**src/rtl/hd_data_rw.sv**
```systemverilog
// hd_data_rw: test-data pattern source/sink for the faux SATA drive model.
// The writer half streams an incrementing 32-bit word sequence toward the host.
// The reader half checks host words against the same sequence and flags mismatches.
module hd_data_rw #(
  parameter logic [31:0] SEED = 32'h0000_0000
) (
  input  logic        clk,
  input  logic        rst,
  input  logic        wr_enable,
  output logic [31:0] hd_data_to_host,
  output logic        hd_write_to_host,
  input  logic        rd_enable,
  input  logic        hd_read_from_host,
  input  logic [31:0] hd_data_from_host,
  output logic        rd_error,
  output logic [23:0] rd_count
);

  logic [31:0] wr_val;
  logic [31:0] exp_val;
  logic        rd_mismatch;

  assign rd_mismatch = (hd_data_from_host != exp_val);

  // Writer: emit one word per enabled cycle; any idle cycle restarts the sequence at SEED.
  always_ff @(posedge clk or negedge rst) begin
    if (!rst) begin
      wr_val           <= SEED;
      hd_data_to_host  <= SEED;
      hd_write_to_host <= 1'b0;
    end else if (wr_enable) begin
      hd_write_to_host <= 1'b1;
      hd_data_to_host  <= wr_val;
      wr_val           <= wr_val + 32'd1;
    end else begin
      hd_write_to_host <= 1'b0;
      wr_val           <= SEED;
    end
  end

  // Reader: count strobed words, latch any mismatch, and resync the expected value to the bad word.
  always_ff @(posedge clk or negedge rst) begin
    if (!rst) begin
      exp_val  <= SEED;
      rd_count <= '0;
      rd_error <= 1'b0;
    end else if (!rd_enable) begin
      exp_val  <= SEED;
      rd_count <= '0;
      rd_error <= 1'b0;
    end else if (hd_read_from_host) begin
      rd_count <= rd_count + 24'd1;
      exp_val  <= hd_data_from_host + 32'd1;
      if (rd_mismatch) begin
        rd_error <= 1'b1;
      end
    end
  end

endmodule

```
**config.mk**
```make
export PLATFORM = sky130hd
export DESIGN_NAME = hd_data_rw
export DESIGN_NICKNAME = d
export VERILOG_FILES = /design/src/rtl/hd_data_rw.sv
export SDC_FILE = /design/constraint.sdc
export NUM_CORES = 1
export LEC_CHECK = 0
export BUFFER_PORTS_ARGS = -buffer_cell sky130_fd_sc_hd__buf_2
export CAP_MARGIN = 10
export CORE_MARGIN = 2
export CORE_UTILIZATION = 57
export CTS_CLUSTER_SIZE = 25
export DETAILED_ROUTE_END_ITERATION = 7
export PLACE_DENSITY = 0.8
export SLEW_MARGIN = 20
export SYNTH_ARGS = -nofsm -noshare
export SYNTH_HDL_FRONTEND = slang
export SYNTH_SLANG_ARGS = --single-unit
```
**constraint.sdc**
```tcl
create_clock -name clk -period 2.2 [get_ports clk]
set_clock_uncertainty 0.1 [all_clocks]
set_input_delay 0.22 -clock clk [delete_from_list [all_inputs] [get_ports clk]]
set_output_delay 0.22 -clock clk [all_outputs]
set_load 0.01 [all_outputs]
```
==> results.tsv, run 1 <==
stage	metric	value	unit
global_routing	grt_pass1_wl	24500	µm
power_and_ir_drop	p_per_area	711	nW/µm²
placed_design	finalWeightedCongestion	0.884	
cts	cts_root_buffer	clkbuf_8	
synthesis	syn_area_per_cell	10.5	µm²
min_path	hold_depth	4	
finish	drive_gt1_share	25.1	%
finish	layout.nets	768	
route	met3WireLength	1010	µm
setup_path	critPathKind	input port to flop	
cts	cts_tree	built	
die	rows	38	
cts	clk_path_buf_depth	2	
min_path	worstHoldPathType	input port to flop	
synthesis	synth_edf_count	0	
synthesis	ys_types	46	
cts	clkLatencyLatePin	0.53	ns
cts	numClockSinks	122	
cts	cts_buffers	17	
global_routing	first_global_vias	5075	
route	avgViaCountPerCell	5.79	
setup_path	cp.arrival	2.43	ns
route	routed_wl	15200	µm
global_routing	grt_start_max_net_pins	123	
power_and_ir_drop	leakagePower	3.75	nW
power_and_ir_drop	ir_drop	602	µV
synthesis	synth_area_leader_cell	dfrtp_1	
global_routing	grt_overflow	0	
min_path	hold_path_startpoint	hd_data_from_host[18]	
setup_path	r2r_cells	5	
die	die_area	11900	µm²
cts	clkTransAtPathRegs	0.06	ns
route	dr.pass1.iters	5	
finish	final_cell_mix	dfrtp_1, buf_2, xor2_1	
route	wl_met1	6300	µm
setup_path	r2r_start	wr_val[6]$_DFF_PN0_	
synthesis	ys.flop_type	dfrtp_1	
finish	area_delta_synth_final	25.0	%
synthesis	netlist_instances	600	
route	topRoutingLayerUsed	met4	
synthesis	synth_seq_area_share	48.4	%
sta	period_needed	2.12	ns
setup_path	start_kind	input port	
die	core-area	10800	µm²
sta	hold_viol_final	0	
sta	finalSetupViolations	0	
die	io_pins	95	
setup_path	end_kind	flop	
cts	cts-htree-levels	4	
sta	fmax	472	MHz
global_routing	grt_usage	26.5	%
route	vias	5103	
synthesis	syn_area	6310	µm²
synthesis	synth_warnings	0	
route	routedWlPerCell	17.2	µm
finish	n_antenna_cell	0	
synthesis	synth-seq-cells	122	
placed_design	io_buffers	94	
finish	final_common_cell	dfrtp_1	
route	drt_iter0_markers	392	
die	initial_core_util	58.2	%
route	route.detailed.drc	0	
route	postRouteAntennaNets	0	
sta	worstMarginPinSlew	0.692	ns
setup_path	cp_max_fo	9	
sta	grt_setup_unrepaired	false	
flow_run	max_cap_violations	0	
placed_design	dp_hpwl	9470	µm
setup_path	required	2.51	ns
placed_design	dp_worst_setup_slack	0.281	ns
synthesis	synthArstFlopShare	100	%
setup_path	startpoint	hd_data_from_host[0]	
sta	slew_headroom	53.8	%
die	die_h	109	µm
sta	drv_slew	0	
route	dr_wl_met2	7330	µm
sta	finalCritPeriodShare	96.3	%
die	die_w	109	µm
synthesis	synth_area_leaders	dfrtp_1, xor2_1, xnor2_1	
global_routing	antenna_found_initial	0	
sta	setup_slack	0.0816	ns
status	outcome	finished clean	
synthesis	synth_top_area_share	48.4	%
finish	fillers	734	
sta	final.setup.tns	0	ns
synthesis	synthesis.nets	640	
worst paths after layout:
check | to | slack, ns
worst min-delay path | exp_val[18]$_DFFE_PN0P_ | 0.03
max in group asynchronous | exp_val[25]$_DFFE_PN0P_ | 1.26
min in group asynchronous | rd_count[18]$_DFFE_PN0P_ | 0.19
worst max-delay path | exp_val[31]$_DFFE_PN0P_ | 0.08
worst max register to register | wr_val[19]$_DFF_PN0_ | 0.25
worst min register to register | hd_data_to_host[4]$_DFFE_PN0P_ | 0.40
layout make-up:
type / count / area, µm² / area share [%]
Inverter: 6 / 22.5 / 0.286
Clock inverter: 11 / 144 / 1.83
Sequential cell: 122 / 3050 / 38.7
Timing Repair Buffer: 137 / 901 / 11.4
Tap cell: 140 / 175 / 2.22
Clock buffer: 21 / 459 / 5.82
Multi-Input combinational cell: 444 / 3130 / 39.7
metrics by stage:
| stage | power (mW) | instance area [µm²] | hold WS, ns | utilization [%] | std cells |
|---|---|---|---|---|---|
| global route | 5.79 | 7880 | 0.0248 | 72.7 | 881 |
| CTS | 5.63 | 7870 | 0.00855 | 72.6 | 881 |
| finish | 5.60 | 7880 | 0.0258 | 72.7 | 881 |
| floorplan | 2.58 | 6310 | -0.176 | - | 600 |
| global placement | 2.76 | 6940 | 0.265 | 64.0 | 817 |
| detailed placement | 2.77 | 6940 | 0.272 | 64.0 | 817 |
what timing repair did:
item | CTS | global route
endpoints found under the hold margin | 150 | 0
hold buffers | 32 | 0
setup buffers | 0 | 0
endpoints found under the setup margin | 0 | 2
resized for setup | 0 | 3
critical path, cell delays in order:
cell and delay [ns]:
dlygate4sd3_1 0.52, buf_2 0.15, and3_1 0.24, nand3_4 0.19
nor4_4 0.29, xnor2_1 0.17, o21ai_1 0.07, dlygate4sd3_1 0.56
kinds of logic (layout without fill, tap and decap cells):
family	after synthesis	after routing	share of synthesized area, %
buffers and inverters	34	175	2.26
flip-flops	122	122	48.4
multiplexers	35	35	6.19
AO/OA/AOI/OAI	57	57	5.06
adder cells (fa/ha/maj)	3	3	0.595
AND/OR/NAND/NOR	239	239	22.2
XOR/XNOR	110	110	15.3
cell usage after synthesis (3+ instances only):
cell type and n:
a211oi_1 9, a21oi_1 19, and2_1 31, and3_1 9, and4_1 11, buf_1 8, buf_2 5, clkbuf_1 12
dfrtp_1 122, ha_1 3, inv_1 5, mux2_2 32, mux2i_1 3, nand2_1 35, nand3_1 28, nand4_1 25
nand4b_1 3, nor2_1 44, nor3_1 11, nor4_1 14, nor4_2 3, o21ai_0 22, o21ai_1 3, or3_1 6
xnor2_1 51, xor2_1 59
registers in the layout, summed over array words and instances (netlist names):
| register | flops |
|---|---|
| hd_write_to_host | 1 |
| exp_val | 32 |
| wr_val | 32 |
| rd_error | 1 |
| hd_data_to_host | 32 |
| rd_count | 24 |
power by group:
group / switching (mW) / leakage (nW) / internal (mW)
Combinational: 0.269 / 1.80 / 0.184
Sequential: 0.0426 / 1.66 / 2.30
Clock: 0.998 / 0.286 / 1.81
routing by layer:
metal	vias up	global-route usage [%]
li1	2370	-
met1	2473	32.8
met2	203	43.2
met3	57	6.75
met4	0	12.9
met5	-	0
No activity file was read; power rests on OpenSTA's default activity.
==> run 2, diff against run 1 <==
--- a/config.mk
+++ b/config.mk
@@ -5,13 +5,14 @@
 export SDC_FILE = /design/constraint.sdc
 export NUM_CORES = 1
 export LEC_CHECK = 0
+export ABC_AREA = 1
 export BUFFER_PORTS_ARGS = -buffer_cell sky130_fd_sc_hd__buf_2
 export CAP_MARGIN = 10
 export CORE_MARGIN = 2
-export CORE_UTILIZATION = 57
+export CORE_UTILIZATION = 58
 export CTS_CLUSTER_SIZE = 25
 export DETAILED_ROUTE_END_ITERATION = 7
-export PLACE_DENSITY = 0.8
+export PLACE_DENSITY = 0.81
 export SLEW_MARGIN = 20
 export SYNTH_ARGS = -nofsm -noshare
 export SYNTH_HDL_FRONTEND = slang
==> results.tsv, run 2 <==
stage	metric	value	unit	change
sta	setup_slack	0.350	ns	+0.269 ns
synthesis	synth_area_leader_cell	dfrtp_1		
synthesis	synthesis.nets	983		+54%
global_routing	antenna_found_initial	0		unchanged
sta	worstMarginPinSlew	0.831	ns	+0.139 ns
min_path	worstHoldPathType	input port to flop		
route	vias	6376		+25%
sta	drv_slew	0		unchanged
finish	reg.largest.list	exp_val (32), hd_data_to_host (32), wr_val (32)		
cts	cts_buffers	17		unchanged
die	io_pins	95		unchanged
route	routed_wl	16500	µm	+9.0%
sta	final.setup.tns	0	ns	unchanged
cts	cts_tree	built		
die	initial_core_util	59.4	%	+1.2 points
cts	clk_path_buf_depth	2		unchanged
die	die_h	112	µm	+2.7%
synthesis	synth_area_leaders	dfrtp_1, nand2_1, nor2_1		
placed_design	io_buffers	94		unchanged
sta	hold_viol_final	0		unchanged
finish	area_delta_synth_final	19.2	%	
synthesis	synth_edf_count	0		unchanged
synthesis	ys.flop_type	dfrtp_1		
global_routing	grt_usage	26.9	%	+0.42 points
power_and_ir_drop	leakagePower	3.96	nW	+5.8%
finish	final_common_cell	nand2_1		
cts	clkTransAtPathRegs	0.06	ns	about the same
setup_path	end_kind	flop		
power_and_ir_drop	p_per_area	715	nW/µm²	+0.65%
placed_design	dp_worst_setup_slack	0.390	ns	+0.109 ns
finish	drive_gt1_share	15.0	%	-10 points
sta	period_needed	1.85	ns	-0.269 ns
synthesis	yosys-top-cells-count	nand2_1, dfrtp_1, nor2_1		
placed_design	dp_hpwl	11900	µm	+25%
route	drt_iter0_markers	529		+35%
setup_path	cp.arrival	2.04	ns	-0.39 ns
die	rows	39		+2.6%
synthesis	synth_top_area_share	45.0	%	-3.4 points
synthesis	synth_seq_area_share	45.0	%	-3.4 points
synthesis	ys_types	38		-17%
route	avgViaCountPerCell	5.30		-8.5%
cts	numClockSinks	122		unchanged
setup_path	start_kind	input port		
synthesis	synth_warnings	0		unchanged
finish	n_antenna_cell	0		unchanged
sta	fmax	541	MHz	+15%
power_and_ir_drop	p_total	5.78	mW	+3.1%
global_routing	grt_overflow	0		unchanged
sta	slew_headroom	44.2	%	-9.6 points
setup_path	required	2.39	ns	-0.12 ns
die	die_w	112	µm	+2.7%
status	outcome	finished clean		
route	postRouteAntennaNets	0		unchanged
setup_path	r2r_cells	10		+5
finish	final_area	8080	µm²	+2.5%
synthesis	netlist_instances	943		+57%
route	route.detailed.drc	0		unchanged
placed_design	finalWeightedCongestion	0.889		+0.55%
die	core-area	11400	µm²	+5.3%
synthesis	syn_area	6780	µm²	+7.5%
finish	final_cell_mix	nand2_1, dfrtp_1, nor2_1		
setup_path	ff2ff_setup_slack	0.38	ns	+0.13 ns
finish	layout.nets	1087		+42%
power_and_ir_drop	ir_drop	804	µV	+34%
flow_run	max_cap_violations	0		unchanged
placed_design	placed_cell_area	7430	µm²	+7.1%
synthesis	synthArstFlopShare	100	%	unchanged
die	die_area	12600	µm²	+5.4%
setup_path	critPathKind	input port to flop		
cts	cts-htree-levels	4		unchanged
synthesis	synth-seq-cells	122		unchanged
cts	cts_root_buffer	clkbuf_16		
setup_path	cp_max_fo	5		-4
route	routedWlPerCell	13.7	µm	-20%
route	dr.pass1.iters	5		unchanged
synthesis	yosysMostFrequentCell	nand2_1		
sta	finalCritPeriodShare	84.1	%	-12 points
global_routing	grt_start_max_net_pins	85		-31%
finish	final_util	70.8	%	-2.0 points
synthesis	syn_area_per_cell	7.19	µm²	-32%
cts	clkLatencyLatePin	0.42	ns	-0.11 ns
global_routing	grt_pass1_wl	27400	µm	+12%
sta	finalSetupViolations	0		unchanged
min_path	hold_depth	4		unchanged
global_routing	first_global_vias	5830		+15%
sta	grt_setup_unrepaired	false		
-- run 2: cell type report --
type                            instances  area [µm²]
Fill cell                             974        3340
Multi-Input combinational cell        690        3220
Sequential cell                       122        3050
Timing Repair Buffer                  105         586
Clock buffer                           18         429
Inverter                              111         417
Clock inverter                         14         196
Tap cell                              143         179
-- run 2: cell families after synthesis --
| logic type | Yosys count | share of synthesized area, % |
|---|---|---|
| flip-flops | 122 | 45.0 |
| XOR/XNOR | 30 | 3.88 |
| AND/OR/NAND/NOR | 548 | 34.6 |
| adder cells (fa/ha/maj) | 3 | 0.554 |
| AO/OA/AOI/OAI | 109 | 8.49 |
| buffers and inverters | 131 | 7.46 |
-- run 2: where the power goes --
group / leakage [nW] / switching (mW) / internal (mW)
clock network: 0.297 / 1.06 / 1.90
registers: 1.67 / 0.0538 / 2.31
logic: 2.00 / 0.298 / 0.166
total: 3.96 / 1.41 / 4.37
-- run 2: repair_timing --
action / in CTS / in global routing
endpoints found under the hold margin: 123 / 0
setup buffers: 0 / 0
hold buffers: 2 / 0
resized for setup: 0 / 0
-- run 2: worst paths after layout --
check / start / to
setup reg to reg: wr_val[1]$_DFF_PN0_ / wr_val[24]$_DFF_PN0_
min in group asynchronous: rst / exp_val[27]$_DFFE_PN0P_
hold reg to reg: hd_data_to_host[17]$_DFFE_PN0P_ / hd_data_to_host[17]$_DFFE_PN0P_
hold / removal: hd_data_from_host[19] / exp_val[19]$_DFFE_PN0P_
setup / recovery: hd_data_from_host[0] / exp_val[16]$_DFFE_PN0P_
max in group asynchronous: rst / wr_val[22]$_DFF_PN0_
-- run 2: metal layers --
| metal | wire length [µm] | vias up | share of wire, % | global-route usage, % |
|---|---|---|---|---|
| met1 | 7440 | 2965 | 45 | 35.7 |
| li1 | - | 3198 | - | - |
| met4 | 215 | 0 | 1.3 | 7.48 |
| met3 | 878 | 22 | 5.3 | 5.62 |
| met5 | 0 | - | 0 | 0 |
| met2 | 7980 | 191 | 48 | 45.1 |
-- run 2: worst max-delay path, stage by stage --
cell	delay [ns]
dlygate4sd3_1	0.52
buf_2	0.13
ha_1	0.22
nand3_1	0.17
nor2_1	0.27
inv_1	0.13
nor2_4	0.14
nand3_1	0.08
nand3_1	0.07
o21ai_0	0.11
-- run 2: stage by stage --
step | hold WS (ns) | cells
4_1_cts | 0.0228 | 1203
6_report | 0.0366 | 1203
3_3_place_gp | 0.204 | 1169
2_1_floorplan | -0.176 | 943
5_1_grt | 0.0521 | 1203
3_5_place_dp | 0.198 | 1169
